### config.mk
export PLATFORM = sky130hd
export DESIGN_NAME = data_bus_arbiter
export DESIGN_NICKNAME = d
export VERILOG_FILES = /design/src/rtl/crypto_bus_pkg.sv /design/src/rtl/rr_priority_picker.sv /design/src/rtl/data_bus_arbiter.sv
export SDC_FILE = /design/constraint.sdc
export NUM_CORES = 1
export LEC_CHECK = 0
export BUFFER_PORTS_ARGS = -buffer_cell sky130_fd_sc_hd__buf_2
export CAP_MARGIN = 15
export CORE_ASPECT_RATIO = 0.6
export CORE_MARGIN = 10
export CORE_UTILIZATION = 46
export DETAILED_ROUTE_END_ITERATION = 12
export GPL_TIMING_DRIVEN = 1
export HOLD_SLACK_MARGIN = 0.12
export PLACE_DENSITY = 0.83
export SLEW_MARGIN = 20
export SYNTH_ARGS = -nofsm -noshare
export SYNTH_HDL_FRONTEND = slang
export SYNTH_HIERARCHICAL = 1
export SYNTH_SLANG_ARGS = --single-unit
### constraint.sdc
create_clock -name clk -period 3.1 [get_ports clk]
set_input_delay 0.31 -clock clk [delete_from_list [all_inputs] [get_ports clk]]
set_output_delay 0.31 -clock clk [all_outputs]
set_load 0.02 [all_outputs]
### src/rtl/crypto_bus_pkg.sv
// ---------------------------------------------------------------------------
// crypto_bus_pkg
//   Shared definitions for the crypto subsystem data bus: requester count,
//   source id constants and the arbiter state encoding.
//   Source ids: ID_MEM=0 (memory), ID_SHA=1, ID_AES=2, ID_CTRL=3 (control).
// ---------------------------------------------------------------------------
`timescale 1ns/1ps

package crypto_bus_pkg;

    localparam int NREQ = 4;

    localparam logic [1:0] ID_MEM  = 2'd0;
    localparam logic [1:0] ID_SHA  = 2'd1;
    localparam logic [1:0] ID_AES  = 2'd2;
    localparam logic [1:0] ID_CTRL = 2'd3;

    typedef enum logic {
        ARB_IDLE  = 1'b0,
        ARB_OWNED = 1'b1
    } arb_state_t;

endpackage

### src/rtl/rr_priority_picker.sv
// ---------------------------------------------------------------------------
// rr_priority_picker
//   Purely combinational round-robin search. Starting at last+1 (mod 4) and
//   moving upward, the first requester with its req bit set wins.
//   Ports:
//     req    [3:0] in   per-requester request
//     last   [1:0] in   previous winner (search starts just after it)
//     onehot [3:0] out  one-hot winner, zero when no request
//     id     [1:0] out  encoded winner, zero when no request
//     any          out  at least one request present
// ---------------------------------------------------------------------------
`timescale 1ns/1ps

module rr_priority_picker
    import crypto_bus_pkg::*;
(
    input  logic [NREQ-1:0] req,
    input  logic [1:0]      last,
    output logic [NREQ-1:0] onehot,
    output logic [1:0]      id,
    output logic            any
);

    // Candidate order: w_cand[0] is the highest priority this cycle.
    logic [1:0] w_cand [NREQ];
    logic       w_found;

    genvar gi;
    generate
        for (gi = 0; gi < NREQ; gi++) begin : g_cand
            // 2-bit add wraps naturally, giving the mod-4 rotation.
            assign w_cand[gi] = last + 2'(gi + 1);
        end
    endgenerate

    always_comb begin
        onehot  = '0;
        id      = 2'd0;
        w_found = 1'b0;
        for (int k = 0; k < NREQ; k++) begin
            if (!w_found && req[w_cand[k]]) begin
                w_found            = 1'b1;
                id                 = w_cand[k];
                onehot[w_cand[k]]  = 1'b1;
            end
        end
    end

    assign any = |req;

endmodule

### src/rtl/data_bus_arbiter.sv
// ---------------------------------------------------------------------------
// data_bus_arbiter
//   Round-robin arbiter for a shared data bus with four requesters
//   (0 mem, 1 sha, 2 aes, 3 ctrl). A winner owns the bus until its last beat
//   completes or it drops req with no beat in flight; one IDLE cycle always
//   separates consecutive grants and an owner is never preempted.
//
//   Optional feature (macro DATA_BUS_TIMEOUT_EN): a grant that sees
//   TIMEOUT_CYCLES consecutive cycles without a completing beat is forcibly
//   released and timeout_err pulses for one cycle. Without the macro the
//   counter is absent, timeout_err is 0 and a grant is held indefinitely.
//
//   Parameters: DATAW (bus width), TIMEOUT_CYCLES (idle cycles before release)
//   Ports:
//     clk, rst_n            clock, asynchronous active-low reset
//     req[3:0]              per-requester bus request
//     src_data[4*DATAW-1:0] packed requester data, slice i = requester i
//     src_valid/src_last    per-requester beat valid / last marker
//     src_ready[3:0]        per-requester beat accept (owner only)
//     bus_data/bus_valid    shared bus outputs (zero when idle)
//     bus_ready             destination accept
//     grant[3:0], grant_id  current owner (one-hot / encoded), zero when idle
//     busy                  grant held
//     timeout_err           one-cycle pulse on forced release
// ---------------------------------------------------------------------------
`timescale 1ns/1ps

module data_bus_arbiter
    import crypto_bus_pkg::*;
#(
    parameter int DATAW          = 8,
    parameter int TIMEOUT_CYCLES = 255
) (
    input  logic                  clk,
    input  logic                  rst_n,
    input  logic [NREQ-1:0]       req,
    input  logic [NREQ*DATAW-1:0] src_data,
    input  logic [NREQ-1:0]       src_valid,
    input  logic [NREQ-1:0]       src_last,
    output logic [NREQ-1:0]       src_ready,
    output logic [DATAW-1:0]      bus_data,
    output logic                  bus_valid,
    input  logic                  bus_ready,
    output logic [NREQ-1:0]       grant,
    output logic [1:0]            grant_id,
    output logic                  busy,
    output logic                  timeout_err
);

    generate
        if (TIMEOUT_CYCLES < 1) begin : g_bad_timeout_cfg
            $error("data_bus_arbiter: TIMEOUT_CYCLES must be at least 1");
        end
    endgenerate

    arb_state_t       r_state,       w_state_next;
    logic [1:0]       r_owner,       w_owner_next;
    logic [1:0]       r_last_winner, w_last_next;
    logic [NREQ-1:0]  r_grant,       w_grant_next;

    logic [NREQ-1:0]  w_pick_onehot;
    logic [1:0]       w_pick_id;
    logic             w_pick_any;

    logic [DATAW-1:0] w_src_slice [NREQ];
    logic             w_owned;
    logic             w_beat;
    logic             w_timeout_hit;
    logic             w_release;

    genvar gi;
    generate
        for (gi = 0; gi < NREQ; gi++) begin : g_unpack
            assign w_src_slice[gi] = src_data[gi*DATAW +: DATAW];
        end
    endgenerate

    rr_priority_picker u_picker (
        .req    (req),
        .last   (r_last_winner),
        .onehot (w_pick_onehot),
        .id     (w_pick_id),
        .any    (w_pick_any)
    );

    assign w_owned = (r_state == ARB_OWNED);
    assign w_beat  = bus_valid && bus_ready;

    // ---------------- state register ----------------
    always_ff @(posedge clk or negedge rst_n) begin
        if (!rst_n) begin
            r_state       <= ARB_IDLE;
            r_owner       <= ID_MEM;
            r_grant       <= '0;
            // Search starts at last_winner+1, so requester 0 is first after reset.
            r_last_winner <= ID_CTRL;
        end else begin
            r_state       <= w_state_next;
            r_owner       <= w_owner_next;
            r_grant       <= w_grant_next;
            r_last_winner <= w_last_next;
        end
    end

    // ---------------- next-state logic ----------------
    always_comb begin
        w_state_next = r_state;
        w_owner_next = r_owner;
        w_grant_next = r_grant;
        w_last_next  = r_last_winner;
        w_release    = 1'b0;
        case (r_state)
            ARB_IDLE: begin
                // Leaving IDLE only from here guarantees the idle gap between grants.
                if (w_pick_any) begin
                    w_state_next = ARB_OWNED;
                    w_owner_next = w_pick_id;
                    w_grant_next = w_pick_onehot;
                end
            end
            ARB_OWNED: begin
                // A completing beat always wins over a same-cycle timeout.
                if (w_beat && src_last[r_owner]) begin
                    w_release = 1'b1;
                end else if (!w_beat && !req[r_owner]) begin
                    w_release = 1'b1;
                end else if (w_timeout_hit) begin
                    w_release = 1'b1;
                end
                if (w_release) begin
                    w_state_next = ARB_IDLE;
                    w_grant_next = '0;
                    w_last_next  = r_owner;
                end
            end
        endcase
    end

    // ---------------- output logic ----------------
    always_comb begin
        bus_data  = '0;
        bus_valid = 1'b0;
        src_ready = '0;
        if (w_owned) begin
            bus_data           = w_src_slice[r_owner];
            bus_valid          = src_valid[r_owner];
            src_ready[r_owner] = bus_ready;
        end
    end

    assign grant    = r_grant;
    assign busy     = w_owned;
    assign grant_id = w_owned ? r_owner : 2'd0;

    // ---------------- optional grant timeout ----------------
`ifdef DATA_BUS_TIMEOUT_EN
    // Counter holds the number of beat-less owned cycles already seen;
    // the TIMEOUT_CYCLES-th such cycle triggers the release.
    localparam int CNT_W = (TIMEOUT_CYCLES > 1) ? $clog2(TIMEOUT_CYCLES) : 1;
    localparam logic [CNT_W-1:0] CNT_LIMIT = CNT_W'(TIMEOUT_CYCLES - 1);

    logic [CNT_W-1:0] r_idle_cnt;
    logic             r_timeout_err;

    // req must still be high: a dropped request is an ordinary release.
    assign w_timeout_hit = w_owned && !w_beat && req[r_owner] && (r_idle_cnt == CNT_LIMIT);

    always_ff @(posedge clk or negedge rst_n) begin
        if (!rst_n) begin
            r_idle_cnt    <= '0;
            r_timeout_err <= 1'b0;
        end else begin
            r_timeout_err <= w_timeout_hit;
            // Cleared throughout IDLE, so every grant starts from zero.
            if (!w_owned || w_beat) begin
                r_idle_cnt <= '0;
            end else begin
                r_idle_cnt <= r_idle_cnt + CNT_W'(1);
            end
        end
    end

    assign timeout_err = r_timeout_err;
`else
    assign w_timeout_hit = 1'b0;
    assign timeout_err   = 1'b0;
`endif

endmodule

## Yosys cells after proc, flatten, opt, wreduce, memory -nomap -nowiden

Cells that the tools add are included.

| storage, ports and cells | value |
|---|---|
| register bits after elaboration | 9 |
| bits of input ports | 47 |
| output and inout bits | 21 |
| word-level logic and storage cells | 97 |

| operators by class | value |
|---|---|
| add/subtract/negate cells | 3 |
| order comparisons | 11 |
| eq/ne operators | 2 |
| multiplexer cells | 51 |
| bitwise gates (word level) | 6 |
| reductions and logical operators | 20 |

Operators with widths:

| operator | number |
|---|---|
| $mux W4 | 7 |
| $mux W8 | 3 |
| $mux W1 | 21 |
| $bmux W8 S2 | 1 |
| $lt A2 B3 Y1 const B | 5 |
| $bmux W1 S2 | 7 |
| $or A4 B4 Y4 | 3 |
| $logic_and A1 B1 Y1 | 11 |
| $demux W1 S2 | 5 |
| $ge A2 B1 Y1 const B | 5 |
| $mux W2 | 5 |
| $pmux W4 S2 | 1 |
| $reduce_and A2 Y1 | 3 |
| $logic_not A1 Y1 | 5 |
| $add A2 B2 Y2 const B | 2 |
| $and A4 B4 Y4 | 1 |
| $ne A2 B1 Y1 const B | 2 |
| $reduce_or A4 Y1 | 1 |
| $ge A3 B3 Y1 const B | 1 |
| $not A2 Y3 | 1 |
| $add A2 B1 Y2 const B | 1 |
| $pmux W1 S2 | 1 |
| $not A1 Y1 | 1 |

## Depth between registers and ports, before layout

| logic depth | value |
|---|---|
| word-level depth | 15 |
| gate-level depth with buffers | 10 |
| depth with buffers taken out | 8 |

## Cells and area by module

Netlist, hierarchy kept.

By module, submodules not included:

| module | times used | cells an instance | area an instance (um^2) | seq. area each (um^2) |
|---|---|---|---|---|
| data_bus_arbiter | 1 | 76 | 792.0 | 227.7 |
| rr_priority_picker | 1 | 70 | 540.5 | 0.0 |

## Worst setup path before layout

No wires, ideal clock.

| timing | value |
|---|---|
| kind | register to register |
| start point | reg r_last_winner[0] |
| end point | reg r_grant[0] (netlist: grant[0]) |
| library setup time | 127 ps |
| arrival time | 2,369 ps |
| required time | 2,973 ps |
| slack | 605 ps |
| cell stages (with the launch flop) | 11 |
| buffers on the path | 2 |
| period minus slack after synthesis | 2,495 ps |
| path through | dfstp_2 -> buf_6 -> inv_1 -> ha_1 -> clkbuf_1 -> mux4_2 -> nand2_1 -> o21ai_1 -> a221o_1 -> nand2_1 -> o21ai_0 |

| between the ends | value |
|---|---|
| word-level cells in the longest chain between the ends | 15 |
| elaborated cells between the ends (all ways) | 49 |
| those cells by class | add/sub: 3; order compare: 8; mux: 25; bitwise: 3; reduce/logical: 10 |

Ends and longest elaborated chain:

| what | line | text |
|---|---|---|
| start: declaration | data_bus_arbiter.sv:58 | `logic [1:0] r_last_winner, w_last_next;` |
| start signal: assignment | data_bus_arbiter.sv:101 | `r_last_winner <= w_last_next;` |
| parallel branches: the longest is 12 deep, another holds $lt A2 B3 Y1 | n/a |  |
| $mux W4 * | rr_priority_picker.sv:41 | `if (!w_found && req[w_cand[k]]) begin` |
| net w_pick_onehot[0] | data_bus_arbiter.sv:61 | `logic [NREQ-1:0] w_pick_onehot;` |
| $mux W4 * | data_bus_arbiter.sv:115 | `if (w_pick_any) begin` |
| $pmux W4 S2 * | data_bus_arbiter.sv:112 | `case (r_state)` |
| end signal: assignment | data_bus_arbiter.sv:100 | `r_grant <= w_grant_next;` |
| end: declaration | data_bus_arbiter.sv:59 | `logic [NREQ-1:0] r_grant, w_grant_next;` |

Mark *: on every way through the listed nets, which the timed path passes. The select of a mux whose other input is x is not followed.
A chain may end at the register's enable or synchronous reset.

## Worst setup path after layout

| timing | value |
|---|---|
| start point | reg r_last_winner[1] |
| end point | reg r_grant[3] (netlist: grant[3]) |

The elaborated chain is that of the path after synthesis.

==> key figures <==
Worst setup path
  – Worst R2R End: grant[3]
  – Critical Path Max Stage Delay: about 0.65 ns
  – Worst Path Max Fanout: 11
  – Worst R2R Start: r_last_winner[1]
  – Required @ worst endpoint: ~3.2 ns
  – Most frequent CP cell: nand2_1
  – Crit path kind: reg2reg
  – R2R Setup Slk: between 0.5 and 0.6 ns
  – CP Launch Type: register
  – CP Cell Sequence: inv_1 -> ha_1 -> mux4_2 -> nand2_1 -> o21ai_1 -> a221o_1 -> nand2_1 -> o21ai_0
  – R2R depth: 8
  – Arr. time, crit path: 2.67 ns
  – Critical Path Slowest Stage Cell: dfstp_2
  – Worst Setup End Kind: register

Placed design
  – Gp weighted congestion: a little over 0.9
  – Inst Count DP: 236
  – IO Port Bufs: between 60 and 70
  – Setup slack at placement: between 0.6 and 0.7 ns
  – Hpwl dp: between 3000 and 4000 µm

Timing
  – Max Slew Vio Count: 0
  – Tcrit/Tclk final: around 82%
  – Final hold vios: 0
  – Clk_skew: 0.004296 ns
  – Hold_ws: approximately 0.46 ns
  – Setup TNS Final: 0 ns
  – Least-Margin Pin Slew: around 0.63 ns
  – Finish-stage setup viols: 0
  – Slew margin rel.: just under 60%
  – Tmin final: ~2.6 ns
  – F_max: about 0.4 GHz
  – Setup slack after layout: around 0.54 ns
  – RSZ-0062 raised after global routing: false

Floorplan
  – Core footprint: between 2000 and 3000 µm²
  – IO Count: 68
  – Die width: around 90 µm
  – DIE HEIGHT: slightly above 60 µm
  – Initial cell density of the core: roughly 47%
  – Row cnt: 15
  – Die area: around 5500 µm²

Clock network
  – Clock sink count: 9
  – Clock latency on the worst-skew pair: between 0.2 and 0.25 ns
  – Worst-path clk slew: 0.05 ns
  – Post-CTS Resized: 0
  – Root buffer cell: clkbuf_8
  – Setup bufs post-CTS: 0
  – Hold buffers post-CTS: 1
  – Htree depth: 1
  – TritonCTS clock tree: done
  – Worst-case clock buffer depth: 2
  – Inserted Clock Buffers: 3

Global routing
  – Largest net degree at the start of global routing: 19
  – Vias in the first global route: approximately 1400
  – Tot GR Track Use: about 15%
  – Congestion Overflow GR: 0
  – First-pass GRT wire length: roughly 6500 µm
  – Initial antenna violation count: 0

Layout
  – Ratio of cells with drive above 1 in the final layout: between 40 and 50%
  – Fin cells: 241
  – FF/Latch Area: roughly 230 µm²
  – Filler instances: 244
  – # nets final: between 200 and 300
  – Finished Core Util: 60.40%
  – Multi-input gate area: slightly above 1000 µm²
  – Syn-to-layout area delta: 27.61%
  – ANT cells: 0

Synth
  – Cells after Synth: around 150
  – Distinct cells, synth: 43
  – Post-Synth Adder-Cell Area: under 10%
  – Synth Area per Inst: slightly above 9 µm²
  – Syn Std Cell Area: roughly 1300 µm²
  – Simple-Gate Fraction of Synth Area: between 20% and 30%
  – Synth warn: 6
  – Synth top area share: between 10% and 20%
  – Synth Area in XOR/XNOR: 0%
  – Synth top area cells: mux4_2, dfrtp_1, nand2_1
  – Largest area contributor in the netlist: mux4_2
  – Post-synthesis sequential area ratio: between 15 and 20%
  – Largest family of logic cells by synthesized area: multiplexers
  – Complex-gate fraction of the synthesized area: a little under a fifth
  – Synth Register Bits: 9
  – Syn Nets: roughly 200
  – Mux contribution to synthesized area: between 20% and 30%

Detailed routing
  – Vias per cell: ~5.8
  – Residual DRC: 0
  – DR vias: between 1000 and 1500
  – Initial DRC count: ~110
  – First-pass DRT Iterations: 4
  – Avg WL per Cell: 18.02 µm
  – Drt total wl: approximately 4300 µm
  – Antenna Nets Post-Route: 0

Run status
  – Outcome: complete, no violations

Power and ir drop
  – Leak: approximately 0.82 nW
  – Peak VDD IR: approximately 0.41 mV
  – P per Cell Area: roughly 940 nW/µm²

Flow run
  – Max Cap Viol: 0

Worst hold path
  – Worst Hold Class: in2async
-- power by group --
group / switching [W] / internal (W) / leakage [nW] / total (W)
clock network: 0.0000505 / 0.0000899 / 0.0228 / 0.000140
logic: 0.000636 / 0.000529 / 0.687 / 0.00117
registers: 0.000122 / 0.000175 / 0.110 / 0.000298
-- layout by cell type (no fill, tap or decap), types with 2 or more instances in the layout --
master / instances
a221o_1: 4
mux4_2: 9
clkbuf_8: 3
mux4_1: 3
mux2_4: 2
buf_2: 66
nor3b_1: 2
dfstp_2: 2
a21oi_1: 2
o221ai_1: 2
o21ai_1: 4
dfrtp_1: 7
buf_4: 2
inv_1: 5
nand2b_1: 3
nand2_1: 27
mux2i_1: 3
o211ai_1: 2
nor2_1: 10
nor2b_1: 5
ha_1: 8
o21ai_0: 7
and2_1: 9
-- synthesized netlist by cell type (all sizes together) --
master	count
mux2	3
a2111o	1
buf	9
and2b	1
nand2b	3
o211a	1
o211ai	2
a221o	4
o221ai	2
nor3b	2
a211oi	2
nor2	10
nor2b	5
o22ai	1
nand4b	1
mux2i	3
a221oi	2
nand2	27
or3b	1
a22oi	1
nand3	1
nand3b	1
a21oi	2
dfstp	2
clkbuf	3
inv	5
o21ai	11
o22a	1
nand4	1
ha	8
and2	9
dfrtp	7
nor3	1
conb	1
mux4	12
-- metrics by stage --
| step | total power [W] | instance area (µm²) |
|---|---|---|
| after detailed placement | 0.001451 | 1645 |
| after global placement | 0.001426 | 1645 |
| after global routing | 0.001723 | 1700 |
| after floorplan | 0.001172 | 1333 |
| after CTS | 0.001598 | 1700 |
| final | 0.001603 | 1700 |
-- cell type report --
cell class | instances | area share [%]
Clock buffer | 4 | 2.649
Inverter | 5 | 1.104
Multi-Input combinational cell | 120 | 59.46
Sequential cell | 9 | 13.39
Tap cell | 34 | 2.502
Timing Repair Buffer | 69 | 20.90
-- registers in the layout (all words and copies together) (netlist names) --
register and count:
r_last_winner 2, grant 4, busy 1, r_owner 2
-- routing by layer --
layer  wire length, µm  vias up  global-route usage (%)
met5                 0        -                       0
li1                  -      658                       -
met2              2128       67                   24.30
met3               303       10                   3.255
met4               106        0                   6.532
met1              1804      659                   19.42
-- worst max-delay path by stage --
stage / startpoint / endpoint
floorplan: r_last_winner[0] / grant[0]
global placement: r_last_winner[1] / grant[2]
detailed placement: r_last_winner[1] / grant[3]
CTS: r_last_winner[1] / grant[3]
global route: r_last_winner[1] / grant[3]
finish: r_last_winner[1] / grant[3]
-- kinds of logic after synthesis --
logic type | count (synthesis)
and+or+nand+nor | 63
AOI/OAI and AO/OA | 30
muxes | 18
buffers and inverters | 17
DFF | 9
adders and majority gates | 8
other | 1
-- critical path, delay by kind of cell (launching register included) --
family / cells / cell delay (ns)
AOI/OAI and AO/OA: 3 / 0.41
muxes: 1 / 0.46
adders and majority gates: 1 / 0.55
and+or+nand+nor: 2 / 0.17
DFF: 1 / 0.65
buffers and inverters: 1 / 0.19
(Power assumes the default switching activity.)
